File: config.mk
export PLATFORM = sky130hd
export DESIGN_NAME = mem_stage_ctrl
export DESIGN_NICKNAME = d
export VERILOG_FILES = /design/src/rtl/mem_stage_ctrl.sv
export SDC_FILE = /design/constraint.sdc
export NUM_CORES = 1
export LEC_CHECK = 0
export CAP_MARGIN = 25
export CORE_MARGIN = 1
export CORE_UTILIZATION = 35
export CTS_CLUSTER_SIZE = 14
export DETAILED_ROUTE_END_ITERATION = 10
export PLACE_DENSITY = 0.66
export SLEW_MARGIN = 20
export SYNTH_ARGS = -nofsm -noshare
export SYNTH_HDL_FRONTEND = slang
export SYNTH_SLANG_ARGS = --single-unit
export TNS_END_PERCENT = 30
File: constraint.sdc
create_clock -name clk -period 3.47 [get_ports clk]
set_input_delay 0.694 -clock clk [delete_from_list [all_inputs] [get_ports clk]]
set_output_delay 0.694 -clock clk [all_outputs]
set_load 0.05 [all_outputs]
File: src/rtl/mem_stage_ctrl.sv
// Memory stage of the 5-stage pipeline: EX/MEM register, data-memory handshake,
// load formatting, MEM/WB register and the pipeline-wide data stall.
module mem_stage_ctrl #(
    parameter int STALL_CNT_W = 32
) (
    input  logic                   clk,
    input  logic                   rst_n,
    input  logic                   ex_valid,
    input  logic [31:0]            ex_pc_plus4,
    input  logic [31:0]            ex_logic_out,
    input  logic [4:0]             ex_rd,
    input  logic                   ex_regfile_we,
    input  logic [1:0]             ex_wb_sel,
    input  logic                   ex_mem_read,
    input  logic                   ex_mem_write,
    input  logic [2:0]             ex_load_funct3,
    input  logic [31:0]            ex_mem_wdata,
    input  logic [3:0]             ex_wmask,
    output logic                   dmem_read,
    output logic                   dmem_write,
    output logic [31:0]            dmem_address,
    output logic [31:0]            dmem_wdata,
    output logic [3:0]             dmem_byte_en,
    input  logic                   dmem_resp,
    input  logic [31:0]            dmem_rdata,
    output logic                   mem_stall,
    output logic [31:0]            mem_logic_out,
    output logic [4:0]             mem_rd,
    output logic                   wb_valid,
    output logic [4:0]             wb_rd,
    output logic                   wb_we,
    output logic [31:0]            wb_data,
    output logic [STALL_CNT_W-1:0] stall_cycles
);

    // state  | meaning
    // IDLE   | no access outstanding beyond the cycle an op entered the stage
    // ACCESS | a load/store is waiting for dmem_resp
    typedef enum logic {
        IDLE   = 1'b0,
        ACCESS = 1'b1
    } state_t;

    state_t state, state_next;

    logic        s_valid;
    logic [31:0] s_pc_plus4;
    logic [31:0] s_logic_out;
    logic [4:0]  s_rd;
    logic        s_regfile_we;
    logic [1:0]  s_wb_sel;
    logic        s_mem_read;
    logic        s_mem_write;
    logic [2:0]  s_load_funct3;
    logic [31:0] s_mem_wdata;
    logic [3:0]  s_wmask;

    logic        mem_op;
    logic [7:0]  ld_byte;
    logic [15:0] ld_half;
    logic [31:0] ld_data;
    logic [31:0] wb_data_next;

    // The stage only advances once the access completes, so "no resp yet this
    // access" holds for as long as a memory op sits in the stage.
    assign mem_op        = s_valid & (s_mem_read | s_mem_write);
    assign dmem_read     = s_valid & s_mem_read;
    assign dmem_write    = s_valid & s_mem_write & ~s_mem_read;
    assign dmem_address  = {s_logic_out[31:2], 2'b00};
    assign dmem_wdata    = s_mem_wdata;
    assign dmem_byte_en  = s_wmask;
    assign mem_stall     = mem_op & ~dmem_resp;
    assign mem_logic_out = s_logic_out;
    assign mem_rd        = (s_valid & s_regfile_we) ? s_rd : 5'd0;

    always_ff @(posedge clk or negedge rst_n) begin
        if (!rst_n) begin
            s_valid       <= 1'b0;
            s_pc_plus4    <= 32'd0;
            s_logic_out   <= 32'd0;
            s_rd          <= 5'd0;
            s_regfile_we  <= 1'b0;
            s_wb_sel      <= 2'd0;
            s_mem_read    <= 1'b0;
            s_mem_write   <= 1'b0;
            s_load_funct3 <= 3'd0;
            s_mem_wdata   <= 32'd0;
            s_wmask       <= 4'd0;
        end else if (!mem_stall) begin
            s_valid       <= ex_valid;
            s_pc_plus4    <= ex_pc_plus4;
            s_logic_out   <= ex_logic_out;
            s_rd          <= ex_rd;
            s_regfile_we  <= ex_regfile_we;
            s_wb_sel      <= ex_wb_sel;
            s_mem_read    <= ex_mem_read;
            s_mem_write   <= ex_mem_write;
            s_load_funct3 <= ex_load_funct3;
            s_mem_wdata   <= ex_mem_wdata;
            s_wmask       <= ex_wmask;
        end
    end

    always_ff @(posedge clk or negedge rst_n) begin
        if (!rst_n) begin
            state <= IDLE;
        end else begin
            state <= state_next;
        end
    end

    // A resp with no request outstanding never changes state.
    always_comb begin
        state_next = state;
        case (state)
            IDLE: begin
                if (mem_op && !dmem_resp) begin
                    state_next = ACCESS;
                end
            end
            ACCESS: begin
                if (dmem_resp) begin
                    state_next = IDLE;
                end
            end
            default: state_next = IDLE;
        endcase
    end

    always_comb begin
        ld_byte = 8'd0;
        case (s_logic_out[1:0])
            2'd0:    ld_byte = dmem_rdata[7:0];
            2'd1:    ld_byte = dmem_rdata[15:8];
            2'd2:    ld_byte = dmem_rdata[23:16];
            default: ld_byte = dmem_rdata[31:24];
        endcase
        ld_half = s_logic_out[1] ? dmem_rdata[31:16] : dmem_rdata[15:0];
    end

    always_comb begin
        ld_data = dmem_rdata;
        case (s_load_funct3)
            3'b000:  ld_data = {{24{ld_byte[7]}}, ld_byte};
            3'b001:  ld_data = {{16{ld_half[15]}}, ld_half};
            3'b010:  ld_data = dmem_rdata;
            3'b100:  ld_data = {24'd0, ld_byte};
            3'b101:  ld_data = {16'd0, ld_half};
            default: ld_data = dmem_rdata;
        endcase
    end

    always_comb begin
        wb_data_next = s_logic_out;
        case (s_wb_sel)
            2'd1:    wb_data_next = ld_data;
            2'd2:    wb_data_next = s_pc_plus4;
            default: wb_data_next = s_logic_out;
        endcase
    end

    always_ff @(posedge clk or negedge rst_n) begin
        if (!rst_n) begin
            wb_valid <= 1'b0;
            wb_rd    <= 5'd0;
            wb_we    <= 1'b0;
            wb_data  <= 32'd0;
        end else if (!mem_stall) begin
            wb_valid <= s_valid;
            wb_rd    <= s_rd;
            wb_we    <= s_regfile_we & s_valid & (s_rd != 5'd0);
            wb_data  <= wb_data_next;
        end
    end

    always_ff @(posedge clk or negedge rst_n) begin
        if (!rst_n) begin
            stall_cycles <= '0;
        end else if (mem_stall && (stall_cycles != {STALL_CNT_W{1'b1}})) begin
            stall_cycles <= stall_cycles + {{(STALL_CNT_W-1){1'b0}}, 1'b1};
        end
    end

endmodule
After elaboration in Yosys (flattened, before gate mapping). Cells that the tools add are included.

Bits in registers: 185. Logic and storage cells: 44.

Add/sub/neg operators: 1. Equality and inequality tests: 8. Multiplexer cells: 5. Bitwise operators: 10. Reduce and logical (&&, ||, !) cells: 4.

Operators with widths (number): $pmux 32 s4 (1); $pmux 32 s2 (1); $add 32x1->32 const B (1); $ne 32x32->1 const B (1); $pmux 8 s3 (1); $mux 16 (1); $and 1x1->1 (7); $eq 3x3->1 const B (2); $mux 5 (1); $reduce_bool 5->1 (1); $eq 2x1->1 const B (2); $eq 2x2->1 const B (2); $eq 3x1->1 const B (1); $logic_not 3->1 (1); $logic_not 2->1 (1); $not 1->1 (2); $logic_and 1x1->1 (1); $or 1x1->1 (1).

Logic depth before layout (Yosys ltp). Gate-level depths: netlist of run 1.

Depth in word-level cells: 4. Mapped depth: 9.

Worst setup path after synthesis of run 1. OpenSTA, ideal clock, no wires.

Kind: input-to-output. Start: input dmem_resp. End: output mem_stall. Arrival time: 2.007 ns. Setup slack: 0.769 ns. Stages on the path: 5. Buffers on the path: 2. Cell sequence: and2b_1 > o21ai_2 > inv_2 > clkbuf_1 > clkbuf_1.

Cells in the longest elaborated chain, start to end: 2.

Ends and longest elaborated chain: start: declaration (line 24) `input logic dmem_resp,`; $not 1->1 (line 72) `assign mem_stall = mem_op & ~dmem_resp;`; $and 1x1->1 (line 72); end: declaration (line 26) `output logic mem_stall,`.

No other way between the ends.

Worst setup path after layout of run 1.
Start: register s_logic_out[1], in the netlist mem_logic_out[1]. End: output mem_logic_out[1].

RTL lines: start: declaration (line 48) `logic [31:0] s_logic_out;`; start signal: assignment (line 92) `s_logic_out <= ex_logic_out;`; end: declaration (line 27) `output logic [31:0] mem_logic_out,`.

No word-level cell between the ends.

==> flow_summary.json, run 1 <==
{
  "status": "completed",
  "antenna_found_initial": 2,
  "grt_use_met1_pct": 28.0,
  "place.detailed.hpwl_mm": 19.5,
  "cp_num_buf_inv": 1,
  "multi_input_comb_area_sq_um": 3520,
  "intPower_w": 0.00434,
  "worstSetupStartpointType": "register",
  "comb_power_share_pct": 36.6,
  "p_seq_share_pct": 37.3,
  "crit_cells": 1,
  "slew_violations": 0,
  "relSlewSlack_pct": 43.4,
  "hold_viol": 0,
  "path_class": "register to output port",
  "drive_above_1_share_pct": 4.69,
  "slowest_stage": "clkdlybuf4s50_1",
  "stdcell_area_sq_um": 12600,
  "grt_overflow": 0,
  "cp-end-kind": "output port",
  "portBuffers": 325,
  "period_needed_ns": 2.73,
  "path_cells": "clkdlybuf4s50_1",
  "core_sq_um": 24200,
  "cts_buffers": 17,
  "swShare_pct": 40.3,
  "antenna_left": 0,
  "worst_hold_path_type": "input port to asynchronous set/reset pin",
  "cts.repair.resized": 0,
  "seq_area_sq_um": 4630,
  "vdd_ir_drop_max_mv": 0.331,
  "area_growth_syn_to_layout_pct": 45.6,
  "cp-startpoint": "mem_logic_out[1]",
  "syn-cell-area_sq_um": 8630,
  "ff2ff_setup_slack_ns": 1.22,
  "yosysUniqueCellTypes": 56,
  "place_congestion": 0.814,
  "rsz0062_at_grt": "no",
  "clockPowerShare_pct": 26.0,
  "clock_skew_ns": 0.0144,
  "worstRegToRegCells": 5,
  "synth-seq-area-share_pct": 53.7,
  "top_usage_layer": "met2",
  "postCtsSetupRepairBufs": 0,
  "finalNetCount": 1396,
  "rows": 57,
  "cts.path.max_buffers": 2,
  "place_area_sq_um": 12000,
  "hold_buffers": 0,
  "cts.sinks": 185,
  "yosys_register_bits": 185,
  "max_cap_viol_count": 0,
  "crit_fanout": 12,
  "die_y_microns": 159,
  "powerDensity_nw_per_um2": 579,
  "fill_cells": 2291,
  "antenna-diode-count": 0,
  "grt_max_degree": 99,
  "power_leakage_nw": 5.74,
  "cts_tree": "yes",
  "async_flop_share_pct": 100,
  "synth-edff-count": 0,
  "max_freq_ghz": 0.366,
  "grtUsageMet3_pct": 6.72,
  "vias_per_cell": 4.92,
  "grt_pass1_vias": 7576,
  "wl_per_cell_microns": 17.1,
  "r2r_end": "wb_data[23]",
  "synthCells": 973,
  "worstMarginPinSlew_ns": 0.849,
  "postRouteWirelength_mm": 27.0,
  "root_buffer": "clkbuf_16",
  "met2_usage_pct": 35.7,
  "start_util_pct": 35.6,
  "critPathMaxStageDelay_ns": 0.97,
  "r2r_start": "s_load_funct3[1]",
  "dr_total_vias": 7776,
  "finalSetupTns_ns": 0,
  "worstPathArrival_ns": 2.04,
  "cts.clk_slew.worst_paths_ns": 0.08,
  "switchingPower_w": 0.00293,
  "setup_viol": 0,
  "finalCritPeriodShare_pct": 78.7,
  "syn_area_per_cell_sq_um": 8.87,
  "ios": 328,
  "path_delay_family": "buffers and inverters",
  "firstDrtPassIters": 4,
  "drt_iter0_markers": 492,
  "dieArea_sq_um": 25300,
  "die_w_microns": 159,
  "drc": 0,
  "grt_pass1_wl_mm": 42.9,
  "h-tree-depth": 4,
  "yosysWarnings": 0,
  "grt_usage_pct": 21.7,
  "required_ns": 2.78,
  "ys.flop_type": "dfrtp_1",
  "clk_latency_ns": 0.43
}
## logic make-up after synthesis
| family | Yosys count | share of synthesized area, % |
|---|---|---|
| flops | 185 | 53.7 |
| simple gates | 511 | 25.3 |
| xor+xnor | 30 | 3.13 |
| other cells | 1 | 0.0435 |
| mux | 11 | 1.45 |
| fa+ha+maj | 3 | 0.435 |
| compound gates | 138 | 10.3 |
| buf+inv | 94 | 5.69 |
## how the worst max path moves through the flow
stage / end / slack, ns
2_1_floorplan: mem_stall / 0.77
3_3_place_gp: wb_data[4] / 0.61
3_5_place_dp: wb_data[6] / 0.61
4_1_cts: mem_rd[0] / 0.71
5_1_grt: mem_rd[2] / 0.63
6_report: mem_logic_out[1] / 0.74
## synth_stat cells (2+ instances only)
cell / count / area [sq um]
clkbuf_1: 43 / 161
nor4_1: 3 / 18.8
and4_1: 3 / 26.3
o21ai_0: 31 / 155
nor2b_1: 2 / 12.5
o2111ai_1: 3 / 26.3
ha_1: 3 / 37.5
buf_1: 3 / 11.3
a31oi_1: 9 / 56.3
nor3_1: 8 / 40.0
or3_1: 10 / 62.6
mux2_2: 2 / 22.5
xor2_1: 17 / 149
nand2_1: 398 / 1490
xnor2_1: 12 / 105
nand3_1: 19 / 95.1
and3_1: 27 / 169
o22ai_1: 24 / 150
mux2i_1: 8 / 80.1
o211ai_1: 6 / 45.0
nand4_1: 9 / 56.3
buf_4: 34 / 255
and2_1: 2 / 12.5
dfrtp_1: 185 / 4630
nand2b_1: 5 / 31.3
buf_2: 8 / 40.0
a21oi_1: 29 / 145
o221ai_1: 17 / 149
a211oi_1: 3 / 22.5
a2bb2oi_1: 2 / 17.5
nor2_1: 14 / 52.6
a221oi_1: 5 / 43.8
inv_1: 4 / 15.0
o21a_1: 3 / 22.5
## layer usage
| metal | vias up | wire length [microns] |
|---|---|---|
| li1 | 3770 | - |
| met1 | 3711 | 11400 |
| met2 | 279 | 13200 |
| met3 | 14 | 2170 |
| met4 | 2 | 209 |
| met5 | - | 12 |
## power groups by stage
stage / sequential (W) / combinational (W) / clock, W
4_1_cts: 0.00272 / 0.00269 / 0.00195
3_5_place_dp: 0.00276 / 0.00269 / 0
2_1_floorplan: 0.00355 / 0.000848 / 0
5_1_grt: 0.00276 / 0.00282 / 0.00204
3_3_place_gp: 0.00275 / 0.00267 / 0
6_report: 0.00272 / 0.00267 / 0.00189
## placed cells by master (no fill, tap or decap), types with 3 or more instances in the layout
cell type        instances
a21oi_1                 29
buf_12                   4
nor4_1                   3
nand4_1                  9
buf_4                   11
xnor2_1                 12
o21a_1                   3
nor2_1                  14
and3_1                  27
clkbuf_16               17
o22ai_1                 24
nand2_1                398
a221oi_1                 5
o211ai_1                 6
nand3_1                 19
inv_6                    5
o21ai_0                 31
o2111ai_1                3
inv_1                    4
ha_1                     3
nand2b_1                 5
clkdlybuf4s50_1        323
or3_1                   10
mux2i_1                  8
xor2_1                  17
a31oi_1                  9
and4_1                   3
o221ai_1                17
nor3_1                   8
dfrtp_1                185
a211oi_1                 3
## state kept, by name, indices dropped and copies added, names as in the netlist
register and flops:
wb_rd 5, s_wb_sel 2, s_regfile_we 1, s_pc_plus4 32, s_rd 5, wb_valid 1, wb_we 1, stall_cycles 32
s_load_funct3 3, s_valid 1, s_mem_read 1, dmem_wdata 32, dmem_byte_en 4, wb_data 32, s_mem_write 1, mem_logic_out 32
## metrics by stage
stage	power, W	util, %	hold WS [ns]	worst slack [ns]	cells
after floorplan	0.00440	-	0.398	0.769	974
after global placement	0.00542	49.4	0.442	0.607	1549
after detailed placement	0.00544	49.4	0.451	0.613	1549
after CTS	0.00736	51.8	0.229	0.706	1581
after global routing	0.00762	51.8	0.244	0.626	1581
final	0.00728	51.8	0.229	0.740	1581
## layout make-up
type                            instances  share of cell area, %
Clock buffer                           18                   3.50
Clock inverter                         14                   1.06
Inverter                                6                  0.219
Multi-Input combinational cell        695                   28.0
Sequential cell                       185                   36.9
Tap cell                              324                   3.23
Timing Repair Buffer                  339                   27.1
No activity file was read; power rests on OpenSTA's default activity.
==> inputs of run 2 (changes only) <==
Clock period 3.47 ns to 2.6 ns, I/O delays scaled along.
==> flow_summary.json, run 2 (synthesis gave the netlist of run 1 again) <==
{
  "path_cells": "and2_1, clkdlybuf4s50_1",
  "dieArea_sq_um": 25300,
  "holdWs_ns": 0.0471,
  "slew_violations": 0,
  "die_y_microns": 159,
  "multi_input_comb_area_sq_um": 3520,
  "stdcell_area_sq_um": 12700,
  "finalNetCount": 1406,
  "drc": 0,
  "drt_iter0_markers": 530,
  "h-tree-depth": 4,
  "dr_total_vias": 7927,
  "drive_above_1_share_pct": 5.21,
  "clk_latency_ns": 0.43,
  "grt_usage_pct": 22.7,
  "powerDensity_nw_per_um2": 771,
  "core_sq_um": 24200,
  "root_buffer": "clkbuf_16",
  "postRouteWirelength_mm": 28.0,
  "status": "completed",
  "power_leakage_nw": 5.88,
  "start_util_pct": 35.6,
  "dpl.cell_count": 1559,
  "vdd_ir_drop_max_mv": 0.393,
  "cp-end-kind": "output port",
  "final_cells": 1592,
  "cp_num_buf_inv": 1,
  "top_layer": "met4",
  "grt_pass1_wl_mm": 44.8,
  "firstDrtPassIters": 8,
  "critPathMaxStageDelay_ns": 0.80,
  "worstMarginPinSlew_ns": 0.574,
  "worstRegToRegCells": 5,
  "ios": 328,
  "postCtsSetupRepairBufs": 0,
  "portBuffers": 325,
  "hold_viol": 0,
  "met3_length_mm": 2.31,
  "path_class": "register to output port",
  "period_needed_ns": 2.49,
  "antenna_found_initial": 1,
  "cts_buffers": 17,
  "finalCritPeriodShare_pct": 95.8,
  "rsz0062_at_grt": "no",
  "seq_area_sq_um": 4630,
  "fill_cells": 2249,
  "worst_hold_path_type": "input port to asynchronous set/reset pin",
  "worstPathArrival_ns": 1.97,
  "met1_length_mm": 11.9,
  "clock_skew_ns": 0.0128,
  "power_w": 0.00976,
  "die_w_microns": 159,
  "slowest_stage": "clkdlybuf4s50_1",
  "cts_tree": "yes",
  "wl_per_cell_microns": 17.6,
  "grt_pass1_vias": 7813,
  "antenna_left": 0,
  "vias_per_cell": 4.98,
  "rows": 57,
  "place_congestion": 0.854,
  "place.detailed.hpwl_mm": 20.2,
  "cts.sinks": 185,
  "cts.repair.resized": 0,
  "mostFrequentLayoutCells": "nand2_1, clkdlybuf4s50_1, dfrtp_1",
  "place_area_sq_um": 12100,
  "cts.clk_slew.worst_paths_ns": 0.07,
  "cts.path.max_buffers": 2,
  "path_delay_family": "buffers and inverters",
  "area_growth_syn_to_layout_pct": 46.8,
  "crit_cells": 2,
  "max_freq_ghz": 0.402,
  "grt_max_degree": 89,
  "crit_fanout": 11,
  "setup_viol": 0,
  "max_cap_viol_count": 0,
  "relSlewSlack_pct": 61.7,
  "dr_wl_met2_mm": 13.1,
  "required_ns": 2.08,
  "hold_buffers": 0,
  "finalSetupTns_ns": 0,
  "worstSetupStartpointType": "register",
  "final_common_cell": "nand2_1",
  "grt_overflow": 0
}
## run 2: final timing paths
kind | start | to | slack, ns
hold / removal | rst_n | stall_cycles[20] | 0.05
setup / recovery | s_valid | dmem_read | 0.11
setup reg to reg | mem_logic_out[1] | wb_data[29] | 0.36
min in group clk | s_pc_plus4[28] | s_pc_plus4[28] | 0.46
hold reg to reg | s_pc_plus4[28] | s_pc_plus4[28] | 0.46
max in group asynchronous | rst_n | s_load_funct3[1] | 1.79
## run 2: metal layers
layer,GRT usage (%),up-vias
li1,-,3802
met1,29.5,3776
met2,36.0,308
met3,7.11,41
met4,7.69,0
met5,0,-
## run 2: report_power, final
part / internal, W / switching (W)
logic: 0.00125 / 0.00235
registers: 0.00328 / 0.000360
clock network: 0.00134 / 0.00118
## run 2: stage by stage
stage | setup slack (ns) | utilization, %
floorplan | 0.247 | -
global placement | 0.237 | 49.8
detailed placement | 0.164 | 49.8
CTS | 0.00131 | 52.1
global route | 0.0282 | 52.2
finish | 0.110 | 52.2
## run 2: area by class of cell
cell class / count / area share (%)
Timing Repair Buffer: 349 / 27.8
Tap cell: 324 / 3.20
Multi-Input combinational cell: 695 / 27.8
Sequential cell: 185 / 36.6
Clock inverter: 11 / 0.909
Antenna cell: 1 / 0.0198
Clock buffer: 21 / 3.48
Inverter: 6 / 0.217
